===== config.mk =====
export PLATFORM = sky130hd
export DESIGN_NAME = ctrl_monitor
export DESIGN_NICKNAME = d
export VERILOG_FILES = /design/src/rtl/ctrl_monitor.sv
export SDC_FILE = /design/constraint.sdc
export NUM_CORES = 1
export LEC_CHECK = 0
export BUFFER_PORTS_ARGS = -buffer_cell sky130_fd_sc_hd__buf_2
export CAP_MARGIN = 20
export CORE_AREA = 2 2 120 122
export CTS_CLUSTER_DIAMETER = 200
export DETAILED_ROUTE_END_ITERATION = 8
export DIE_AREA = 0 0 122 124
export GPL_TIMING_DRIVEN = 0
export PLACE_DENSITY = 0.75
export REMOVE_ABC_BUFFERS = 1
export SYNTH_ARGS = -nofsm -noshare
export SYNTH_HDL_FRONTEND = slang
export SYNTH_SLANG_ARGS = --single-unit

===== constraint.sdc =====
create_clock -name clk -period 2.4 [get_ports clk]
set_input_delay 0.36 -clock clk [delete_from_list [all_inputs] [get_ports clk]]
set_output_delay 0.36 -clock clk [all_outputs]
set_load 0.1 [all_outputs]

===== src/rtl/ctrl_monitor.sv =====
// ctrl_monitor: watches sampled multicycle-controller outputs, tracks the
// expected control-state sequence, counts completed instructions by class
// and flags enable conflicts, branch/flag disagreement and sequence errors.
module ctrl_monitor #(
   parameter int DATA_W = 16
) (
   input  logic              clk,
   input  logic              reset,
   input  logic              pcen,
   input  logic              memwrite,
   input  logic              irwrite,
   input  logic              regwrite,
   input  logic              alusrca,
   input  logic              iord,
   input  logic              memtoreg,
   input  logic              regdst,
   input  logic              zero,
   input  logic [1:0]        alusrcb,
   input  logic [1:0]        pcsrc,
   input  logic [2:0]        alucontrol,
   input  logic              err_clr,
   input  logic [2:0]        cnt_sel,
   output logic [DATA_W-1:0] cnt_out,
   output logic [2:0]        mstate,
   output logic              instr_done,
   output logic [2:0]        instr_class,
   output logic              err,
   output logic [1:0]        err_code
);

   typedef enum logic [2:0] {
      EXP_FETCH   = 3'd0,
      EXP_DECODE  = 3'd1,
      EXP_EXEC    = 3'd2,
      EXP_POSTADR = 3'd3,
      EXP_MEMWB   = 3'd4,
      EXP_RWB     = 3'd5
   } state_t;

   localparam logic [2:0] CL_NONE  = 3'd0;
   localparam logic [2:0] CL_LW    = 3'd1;
   localparam logic [2:0] CL_SW    = 3'd2;
   localparam logic [2:0] CL_RTYPE = 3'd3;
   localparam logic [2:0] CL_BEQ   = 3'd4;
   localparam logic [2:0] CL_ADDI  = 3'd5;
   localparam logic [2:0] CL_J     = 3'd6;

   state_t              state_p1, state_nxt;
   logic                done_p1, done_nxt;
   logic [2:0]          class_p1, class_nxt;
   logic                err_p1, err_nxt;
   logic [1:0]          code_p1, code_nxt;
   logic                bt_nxt;
   logic                match;
   logic [DATA_W-1:0]   cnt_tot_p1, cnt_lw_p1, cnt_sw_p1, cnt_rt_p1;
   logic [DATA_W-1:0]   cnt_beq_p1, cnt_addi_p1, cnt_j_p1, cnt_bt_p1;

   // Signature decode of the current sample
   logic noen, sig_fetch, sig_decode, sig_adr, sig_rex, sig_bex, sig_jex;
   logic sig_mrd, sig_mwr, sig_mwb, sig_awb, sig_rwb, conflict;

   assign noen       = ~pcen & ~irwrite & ~memwrite & ~regwrite;
   assign sig_fetch  = irwrite & pcen & ~iord & ~alusrca & (alusrcb == 2'b01) &
                       (pcsrc == 2'b00) & ~memwrite & ~regwrite & (alucontrol == 3'b010);
   assign sig_decode = noen & ~alusrca & (alusrcb == 2'b11) & (alucontrol == 3'b010);
   assign sig_adr    = noen & alusrca & (alusrcb == 2'b10) & (alucontrol == 3'b010);
   assign sig_rex    = noen & alusrca & (alusrcb == 2'b00) & (pcsrc == 2'b00);
   assign sig_bex    = ~irwrite & ~memwrite & ~regwrite & alusrca & (alusrcb == 2'b00) &
                       (pcsrc == 2'b01) & (alucontrol == 3'b110);
   assign sig_jex    = pcen & ~irwrite & ~memwrite & ~regwrite & (pcsrc == 2'b10);
   assign sig_mrd    = noen & iord;
   assign sig_mwr    = memwrite & iord & ~pcen & ~irwrite & ~regwrite;
   assign sig_mwb    = regwrite & ~regdst & memtoreg;
   assign sig_awb    = regwrite & ~regdst & ~memtoreg;
   assign sig_rwb    = regwrite & regdst & ~memtoreg;
   assign conflict   = (memwrite & regwrite) | (irwrite & ~pcen);

   // Next expectation state, completion report and error classification
   always_comb begin
      state_nxt = EXP_FETCH;
      done_nxt  = 1'b0;
      class_nxt = CL_NONE;
      bt_nxt    = 1'b0;
      match     = 1'b0;
      err_nxt   = 1'b0;
      code_nxt  = 2'b00;
      case (state_p1)
         EXP_FETCH:   if (sig_fetch) begin match = 1'b1; state_nxt = EXP_DECODE; end
         EXP_DECODE:  if (sig_decode) begin match = 1'b1; state_nxt = EXP_EXEC; end
         EXP_EXEC: begin
            if (sig_adr) begin match = 1'b1; state_nxt = EXP_POSTADR; end
            else if (sig_rex) begin match = 1'b1; state_nxt = EXP_RWB; end
            else if (sig_bex) begin
               match = 1'b1; done_nxt = 1'b1; class_nxt = CL_BEQ; bt_nxt = pcen;
            end
            else if (sig_jex) begin match = 1'b1; done_nxt = 1'b1; class_nxt = CL_J; end
         end
         EXP_POSTADR: begin
            // ADR may have been MEMADR or ADDIEX; this sample decides which
            if (sig_mrd) begin match = 1'b1; state_nxt = EXP_MEMWB; end
            else if (sig_mwr) begin match = 1'b1; done_nxt = 1'b1; class_nxt = CL_SW; end
            else if (sig_awb) begin match = 1'b1; done_nxt = 1'b1; class_nxt = CL_ADDI; end
         end
         EXP_MEMWB:   if (sig_mwb) begin match = 1'b1; done_nxt = 1'b1; class_nxt = CL_LW; end
         EXP_RWB:     if (sig_rwb) begin match = 1'b1; done_nxt = 1'b1; class_nxt = CL_RTYPE; end
         default:     match = 1'b0;
      endcase
      if (conflict) begin
         err_nxt = 1'b1; code_nxt = 2'b10;
      end else if (sig_bex && (pcen != zero)) begin
         err_nxt = 1'b1; code_nxt = 2'b11;
      end else if (!match) begin
         err_nxt = 1'b1; code_nxt = 2'b01;
      end
      // An erroneous sample counts nothing and restarts the expectation
      if (err_nxt) begin
         state_nxt = EXP_FETCH;
         done_nxt  = 1'b0;
         class_nxt = CL_NONE;
         bt_nxt    = 1'b0;
      end
   end

   // Expectation state, completion pulse and sticky first-error latch
   always_ff @(posedge clk or negedge reset) begin
      if (!reset) begin
         state_p1 <= EXP_FETCH;
         done_p1  <= 1'b0;
         class_p1 <= CL_NONE;
         err_p1   <= 1'b0;
         code_p1  <= 2'b00;
      end else begin
         state_p1 <= state_nxt;
         done_p1  <= done_nxt;
         class_p1 <= class_nxt;
         if (err_nxt) begin
            err_p1 <= 1'b1;
            if (!err_p1 || err_clr) code_p1 <= code_nxt;
         end else if (err_clr) begin
            err_p1  <= 1'b0;
            code_p1 <= 2'b00;
         end
      end
   end

   // Instruction counters; all wrap silently at full scale
   always_ff @(posedge clk or negedge reset) begin
      if (!reset) begin
         cnt_tot_p1  <= '0;
         cnt_lw_p1   <= '0;
         cnt_sw_p1   <= '0;
         cnt_rt_p1   <= '0;
         cnt_beq_p1  <= '0;
         cnt_addi_p1 <= '0;
         cnt_j_p1    <= '0;
         cnt_bt_p1   <= '0;
      end else begin
         if (done_nxt) cnt_tot_p1 <= cnt_tot_p1 + 1'b1;
         if (done_nxt && class_nxt == CL_LW)    cnt_lw_p1   <= cnt_lw_p1 + 1'b1;
         if (done_nxt && class_nxt == CL_SW)    cnt_sw_p1   <= cnt_sw_p1 + 1'b1;
         if (done_nxt && class_nxt == CL_RTYPE) cnt_rt_p1   <= cnt_rt_p1 + 1'b1;
         if (done_nxt && class_nxt == CL_BEQ)   cnt_beq_p1  <= cnt_beq_p1 + 1'b1;
         if (done_nxt && class_nxt == CL_ADDI)  cnt_addi_p1 <= cnt_addi_p1 + 1'b1;
         if (done_nxt && class_nxt == CL_J)     cnt_j_p1    <= cnt_j_p1 + 1'b1;
         if (bt_nxt) cnt_bt_p1 <= cnt_bt_p1 + 1'b1;
      end
   end

   // Counter readback mux
   always_comb begin
      cnt_out = cnt_tot_p1;
      case (cnt_sel)
         3'd1:    cnt_out = cnt_lw_p1;
         3'd2:    cnt_out = cnt_sw_p1;
         3'd3:    cnt_out = cnt_rt_p1;
         3'd4:    cnt_out = cnt_beq_p1;
         3'd5:    cnt_out = cnt_addi_p1;
         3'd6:    cnt_out = cnt_j_p1;
         3'd7:    cnt_out = cnt_bt_p1;
         default: cnt_out = cnt_tot_p1;
      endcase
   end

   assign mstate      = state_p1;
   assign instr_done  = done_p1;
   assign instr_class = class_p1;
   assign err         = err_p1;
   assign err_code    = code_p1;

endmodule


==> results_dict.tcl, run 1 <==
set metrics [dict create \
    ys_ff_latch 138 \
    worstMarginPinSlew_ns 0.605 \
    root_buffer "clkbuf_16" \
    top_layer "met4" \
    core-area_sq_um 13700 \
    cp_data_arrival_time_ns 2.00 \
    die_x_microns 122 \
    ios 48 \
    status "complete, no violations" \
    dp.cells 938 \
    met1_length_microns 7830 \
    wl_microns 18600 \
    synth_warnings 0 \
    skew_ns 0.00765 \
    synth_xor_area_share_pct 14.1 \
    min_period_ns 2.36 \
    netlist_top_cells_area "dfrtp_1 (46%), xnor2_1 (9.9%), xor2_1 (4.2%)" \
    ys_seq_area_share_pct 46.1 \
    fin_nets 821 \
    pwr-share-seq_pct 42.1 \
    ant_nets 0 \
    dr_wl_met3_microns 1300 \
    worstPathRequired_ns 2.04 \
    hold_ws_ns 0.250 \
    area_growth_pct 18.3 \
    synth_compound_area_share_pct 6.06 \
    critPathMaxStageDelay_ns 0.44 \
    synth_area_per_cell_sq_um 10.2 \
    muxShareOfSynthArea_pct 6.41 \
    synth-simple-area-share_pct 23.6 \
    finalMaxSlewViolations 0 \
    final_cells 984 \
    start_util_pct 54.6 \
    pwr-share-comb_pct 7.7 \
    critPathBufInv 1 \
    cp_slowest_cell "dfrtp_1" \
    grt_pass1_wl_microns 29900 \
    gr-total-overflow 0 \
    dieArea_sq_um 15100 \
    fp.dieH_microns 124 \
    synth_top_family_by_area "simple AND/OR/NAND/NOR gates" \
    end_kind "primary output" \
    port_buffers 47 \
    synth_cell_types 62 \
    r2r_slack_ns 0.07 \
    pre_cts_ws_ns -0.833 \
    r2r-start "mstate[2]" \
    ys_async_sr_fraction_pct 100 \
    synth_fa_ha_area_share_pct 1.34 \
    globalplace.congestion 0.924 \
    synth_top_area_share_pct 46.1 \
    drt-pass1-iter-count 5 \
    swShare_pct 23.9 \
    synth_top_flop_cell "dfrtp_1" \
    grtUsageTotal_pct 25.8 \
    yosys.area.top_type "dfrtp_1" \
    critPathMaxFanout 3 \
    startpoint "cnt_bt_p1[8]" \
    synthCells 736 \
    wl_met2_microns 8880 \
    p_sw_uw 1330 \
    vias 5938 \
    finalWorstSetupSlack_ns 0.0364 \
    clock_latency_ns 0.42 \
    finalHoldViolCount 0 \
    htreeDepth 4 \
    hp-start "err_clr" \
    power_density_nw_per_um2 626 \
    drt_first_iter_violations 581 \
    cts_tree "done" \
    via_per_inst 6.03 \
    grt_pass1_vias 5729 \
    cts_made_buffers 17 \
    power_leakage_uw 0.00408 \
    dp_hpwl_microns 12900 \
    drc 0 \
    grt_max_degree 99 \
    cellInternalPower_uw 4220 \
    antenna_cells 0 \
    cap_violations 0 \
    start_kind "register" \
    crit_chain "mux2_2, a31oi_2, o21ai_0, o21ai_0, nand2_1, buf_6" \
    clkPwrFrac_pct 50.3 \
    cpMostUsedCell "o21ai_0" \
    finalCritPeriodShare_pct 98.5 \
    final_util_pct 64.6 \
    cp_top_family "compound AO/OA/AOI/OAI gates" \
    slew_headroom_pct 59.3 \
    clockBufferDepth 2 \
    worstHoldPathType "input pin to register" \
    cts_sinks 138 \
    synth_edf_count 0 \
    antenna_found_initial 0 \
    final_layout_size_suffix_gt1_share_pct 20.3 \
    nFillCells 1038 \
    synthesis.area_sq_um 7490 \
    num_rows 43 \
    peakVddDrop_mv 0.508 \
    clk_pin_slew_ns 0.06 \
    worstSetupPathType "register to primary output" \
    fmaxAchievable_ghz 0.423 \
    post_drt_wl_per_cell_microns 18.9 \
    setup_viol_count_final 0 \
]
-- kinds of logic after synthesis --
family	after synthesis
multiplexers	32
flip-flops	138
XOR/XNOR	121
AND/OR/NAND/NOR	325
AO/OA/AOI/OAI	71
buffers and inverters	41
adder cells (fa/ha/maj)	8
-- per-layer routing --
layer / vias up / GRT usage, %
li1: 2711 / -
met1: 2951 / 33.9
met2: 232 / 41.7
met3: 44 / 6.18
met4: 0 / 9.48
met5: - / 0
-- through the flow --
| stage | total power (uW) | setup TNS, ns | cell area [sq um] |
|---|---|---|---|
| floorplan | 2610 | -36.29 | 7370 |
| global placement | 2760 | -167.89 | 7830 |
| detailed placement | 2770 | -25.67 | 7880 |
| CTS | 5550 | 0 | 8630 |
| global route | 5710 | -0.0204 | 8870 |
| finish | 5550 | 0 | 8870 |
-- synth_stat cells (3+ instances only) --
master      n
a211oi_1   11
a21oi_1    28
and2_1      5
and3_1     36
and4_1      9
buf_1       5
buf_2       4
clkbuf_1   14
dfrtp_1   138
ha_1        8
inv_1      13
mux2_2      8
mux2i_1    12
mux4_2     12
nand2_1    66
nand2b_1    6
nand3_1    33
nand4_1    37
nor2_1     75
nor2b_1     9
nor3_1      7
nor3b_1     3
nor4_1      3
o21ai_0    14
o22ai_1     3
or2_2       5
or3_1       4
or3_4       3
xnor2_1    85
xor2_1     36
-- tightest hold or removal path, stage by stage --
cell	delay [ns]
buf_2	0.09
nand2b_1	0.09
o32ai_1	0.07
-- path summary, 6_finish.rpt --
path | endpoint | depth (start not counted)
worst max-delay path | cnt_out[8] | 6
worst min-delay path | err_code[0] | 3
worst max register to register | cnt_tot_p1[9] | 8
worst min register to register | cnt_addi_p1[15] | 1
max in group asynchronous | cnt_sw_p1[0] | 3
min in group asynchronous | cnt_lw_p1[4] | 2
-- power by group through the flow --
| stage | clock (uW) | sequential (uW) | combinational (uW) |
|---|---|---|---|
| after floorplan | 0 | 2400 | 207 |
| after global placement | 0 | 2380 | 385 |
| after detailed placement | 0 | 2380 | 396 |
| after CTS | 2810 | 2330 | 409 |
| after global routing | 2920 | 2330 | 455 |
| final | 2790 | 2330 | 426 |
-- registers in the layout (all words and copies together), names as in the netlist --
register / count
cnt_lw_p1: 16
cnt_beq_p1: 16
cnt_j_p1: 16
err_code: 2
cnt_tot_p1: 16
mstate: 3
cnt_rt_p1: 16
cnt_bt_p1: 16
cnt_addi_p1: 16
instr_class: 3
err: 1
cnt_sw_p1: 16
instr_done: 1
-- layout make-up --
class                   count  area [sq um]  share of cell area, %
clock inverters            12           171                   1.93
inverters                  14          53.8                  0.607
well taps                 180           225                   2.54
clock buffers              20           457                   5.15
repair buffers             63           507                   5.72
multi-input cells         557          3990                   45.0
flip-flops and latches    138          3460                   39.0
-- what timing repair did --
action                                  CTS  global route
gates resized for setup                  24            38
buffers inserted                          3             9
hold buffers                              1             0
pin swaps                                 2             6
cloned                                    0             1
endpoints found under the setup margin   61            56
hold endpoints to repair                 40             0
-- layout by cell type (no fill, tap or decap), types with 3 or more instances in the layout --
| cell type | instances |
|---|---|
| dfrtp_1 | 134 |
| xnor2_1 | 85 |
| nor2_1 | 75 |
| nand2_1 | 65 |
| nand4_1 | 37 |
| and3_1 | 36 |
| xor2_1 | 36 |
| nand3_1 | 33 |
| buf_2 | 31 |
| a21oi_1 | 23 |
| clkbuf_16 | 18 |
| buf_4 | 16 |
| o21ai_0 | 13 |
| inv_1 | 13 |
| mux2i_1 | 12 |
| mux4_2 | 12 |
| nor2b_1 | 8 |
| mux2_2 | 8 |
| and4_1 | 8 |
| ha_1 | 8 |
| a211oi_1 | 7 |
| buf_6 | 7 |
| or2_2 | 5 |
| clkinv_2 | 5 |
| a21oi_2 | 5 |
| and2_1 | 5 |
| nand2b_1 | 4 |
| a211oi_2 | 4 |
| or3_4 | 4 |
| nor3_1 | 4 |
| bufinv_16 | 4 |
| dfrtp_2 | 4 |
| or3_1 | 3 |
| nor4_4 | 3 |
| clkinvlp_4 | 3 |
| buf_12 | 3 |
Note: power is estimated with default switching activity, not from simulation.
==> inputs of run 2 (changes only) <==
Settings changed: ABC_AREA set to 1, CORE_AREA 2 2 120 122 to 2 2 129 131, DIE_AREA 0 0 122 124 to 0 0 131 133.
==> run 2 against run 1 <==
Synthesized cell count grew 57%. Cell count increased by 47%. Total power down 2.2%. Critical endpoint is now cnt_out[2]. Non-clock buffer count rose by 2. Setup slack got worse by 0.019 ns. Critical path depth increased by 1.
==> results_dict.tcl, run 2 <==
set metrics [dict create \
    layout_commonest_cell "nand2_1" \
    worstHoldPathType "input pin to register" \
    antenna_cells 0 \
    slew_headroom_pct 54.8 \
    core-area_sq_um 16200 \
    netlist_top_cells_area "dfrtp_1 (40%), nand2_1 (12%), xor2_1 (9.9%)" \
    power_density_nw_per_um2 544 \
    start_kind "input pin" \
    synth_cell_types 41 \
    cts_made_buffers 17 \
    synth_warnings 0 \
    setup_viol_count_final 0 \
    cts_sinks 138 \
    fp.dieH_microns 133 \
    grt_max_degree 98 \
    seqCellArea_sq_um 3450 \
    area_growth_pct 15.3 \
    worstPathRequired_ns 2.04 \
    post_drt_wl_per_cell_microns 15.8 \
    end_kind "primary output" \
    grtUsageTotal_pct 26.8 \
    yosysMostFrequentCell "nand2_1" \
    synth_area_per_cell_sq_um 7.49 \
    die_x_microns 131 \
    num_rows 47 \
    reg2reg_depth 11 \
    final_layout_size_suffix_gt1_share_pct 10.9 \
    clock_latency_ns 0.43 \
    ys_ff_latch 138 \
    ys_async_sr_fraction_pct 100 \
    yosys-top-cells-count "nand2_1 (270), inv_1 (156), nand3_1 (142), dfrtp_1 (138), xor2_1 (98)" \
    finalMaxSlewViolations 0 \
    grt_pass1_wl_microns 36600 \
    cap_violations 0 \
    r2r-start "mstate[2]" \
    via_per_inst 5.55 \
    nFillCells 1426 \
    cts_tree "done" \
    cp_data_arrival_time_ns 2.02 \
    synth_top_area_share_pct 39.9 \
    ios 48 \
    peakVddDrop_mv 0.533 \
    synth_edf_count 0 \
    hold_path_depth 2 \
    ys_seq_area_share_pct 39.9 \
    htreeDepth 4 \
    wl_microns 22800 \
    dieArea_sq_um 17400 \
    status "complete, no violations" \
    clockBufferDepth 2 \
    start_util_pct 53.5 \
    dp_hpwl_microns 15600 \
    synthCells 1155 \
    port_buffers 47 \
    hp-start "err_clr" \
    critPathMaxFanout 20 \
    globalplace.congestion 0.889 \
    power_leakage_uw 0.00473 \
    gr-total-overflow 0 \
    fin_nets 1240 \
    antenna_found_initial 1 \
    worstMarginPinSlew_ns 0.675 \
    drc 0 \
    drt-pass1-iter-count 5 \
    ant_nets 0 \
    skew_ns 0.0110 \
    worstSetupPathType "input pin to primary output" \
    multi_input_area_sq_um 4560 \
    min_period_ns 2.38 \
    grt_pass1_vias 7416 \
    synth_top_flop_cell "dfrtp_1" \
    root_buffer "clkbuf_16" \
    r2r_slack_ns 0.14 \
    final.setup.tns_ns 0 \
    clk_pin_slew_ns 0.07 \
    mostFrequentLayoutCells "nand2_1 (267), inv_1 (155), dfrtp_1 (138)" \
    p_total_uw 5430 \
    yosys.area.top_type "dfrtp_1" \
    vias 8003 \
    fmaxAchievable_ghz 0.420 \
    drt_first_iter_violations 733 \
    hold_ws_ns 0.131 \
    worst_hold_path.endpoint "err" \
    synthesis.area_sq_um 8650 \
    timing.rr.end "cnt_rt_p1[10]" \
    finalHoldViolCount 0 \
    finalCritPeriodShare_pct 99.3 \
]
==> run 2: changes by cell type in the layout (fill, tap and decap cells not counted), moves of 22 or more <==
cell     change
a21oi_1     -22
xor2_1      +62
and3_1      -35
nor3_1      +35
nand2_1    +202
inv_1      +142
xnor2_1     -76
o22ai_1     +47
nand3_1    +103
==> run 2: worst max-delay path: stages <==
cell	delay [ns]
buf_4	0.25
clkinvlp_4	0.26
nand3_4	0.25
o22ai_1	0.16
a31oi_1	0.30
o211ai_1	0.16
buf_4	0.26
==> run 2: metal layers <==
layer,routed length (microns),up-vias,global-route usage (%)
li1,-,3891,-
met1,10200,3769,38.2
met2,10400,289,40.9
met3,1450,52,4.89
met4,730,2,9.81
met5,13,-,0
==> run 2: area by class of cell <==
class                      instances  share of cell area [%]
multi-input combinational        826                    45.7
sequential                       138                    34.6
inverter                         162                    6.28
clock buffer                      23                    4.89
timing repair buffer              65                    4.88
tap                              220                    2.76
clock inverter                     8                   0.928
==> run 2: repair_timing <==
action,CTS,global route
pin swaps,7,4
hold buffers,1,0
setup buffers,9,7
endpoints found under the hold margin,41,0
gates cloned,3,0
resized for setup,36,9
setup endpoints to repair,109,89
==> run 2: cell families (layout without fill, tap and decap cells) <==
kind of cell             after synthesis  count (layout)  synth area share, %
AO/OA/AOI/OAI                        122             122                 8.65
XOR/XNOR                             107             107                 10.8
adder cells (fa/ha/maj)                8               8                 1.16
buffers and inverters                194             258                 9.07
flip-flops                           138             138                 39.9
AND/OR/NAND/NOR                      586             589                 30.4
==> run 2: report_power, final <==
group          switching, uW  internal [uW]  total, uW
clock                    976           1620       2600
sequential              7.14           2340       2340
combinational            384           97.3        482
==> run 2: metrics by stage <==
stage / instances / util (%) / area, sq um / worst slack [ns]
2_1_floorplan: 1123 / - / 8480 / -0.920
3_3_place_gp: 1390 / 55.6 / 8990 / -1.00
3_5_place_dp: 1391 / 55.8 / 9020 / -0.844
4_1_cts: 1435 / 61.0 / 9860 / 0.00280
5_1_grt: 1442 / 61.7 / 9980 / -0.0332
6_report: 1442 / 61.7 / 9980 / 0.0172
==> run 2: how the worst max path moves through the flow <==
| stage | slack [ns] | start | depth (start not counted) | endpoint |
|---|---|---|---|---|
| after global routing | -0.03 | cnt_sel[0] | 7 | cnt_out[2] |
| after global placement | -1.00 | reset | 1 | cnt_tot_p1[12] |
| after detailed placement | -0.84 | cnt_sel[2] | 5 | cnt_out[6] |
| after CTS | 0.003 | cnt_sel[2] | 5 | cnt_out[6] |
| final | 0.02 | cnt_sel[0] | 7 | cnt_out[2] |
| after floorplan | -0.92 | cnt_sel[2] | 3 | cnt_out[0] |
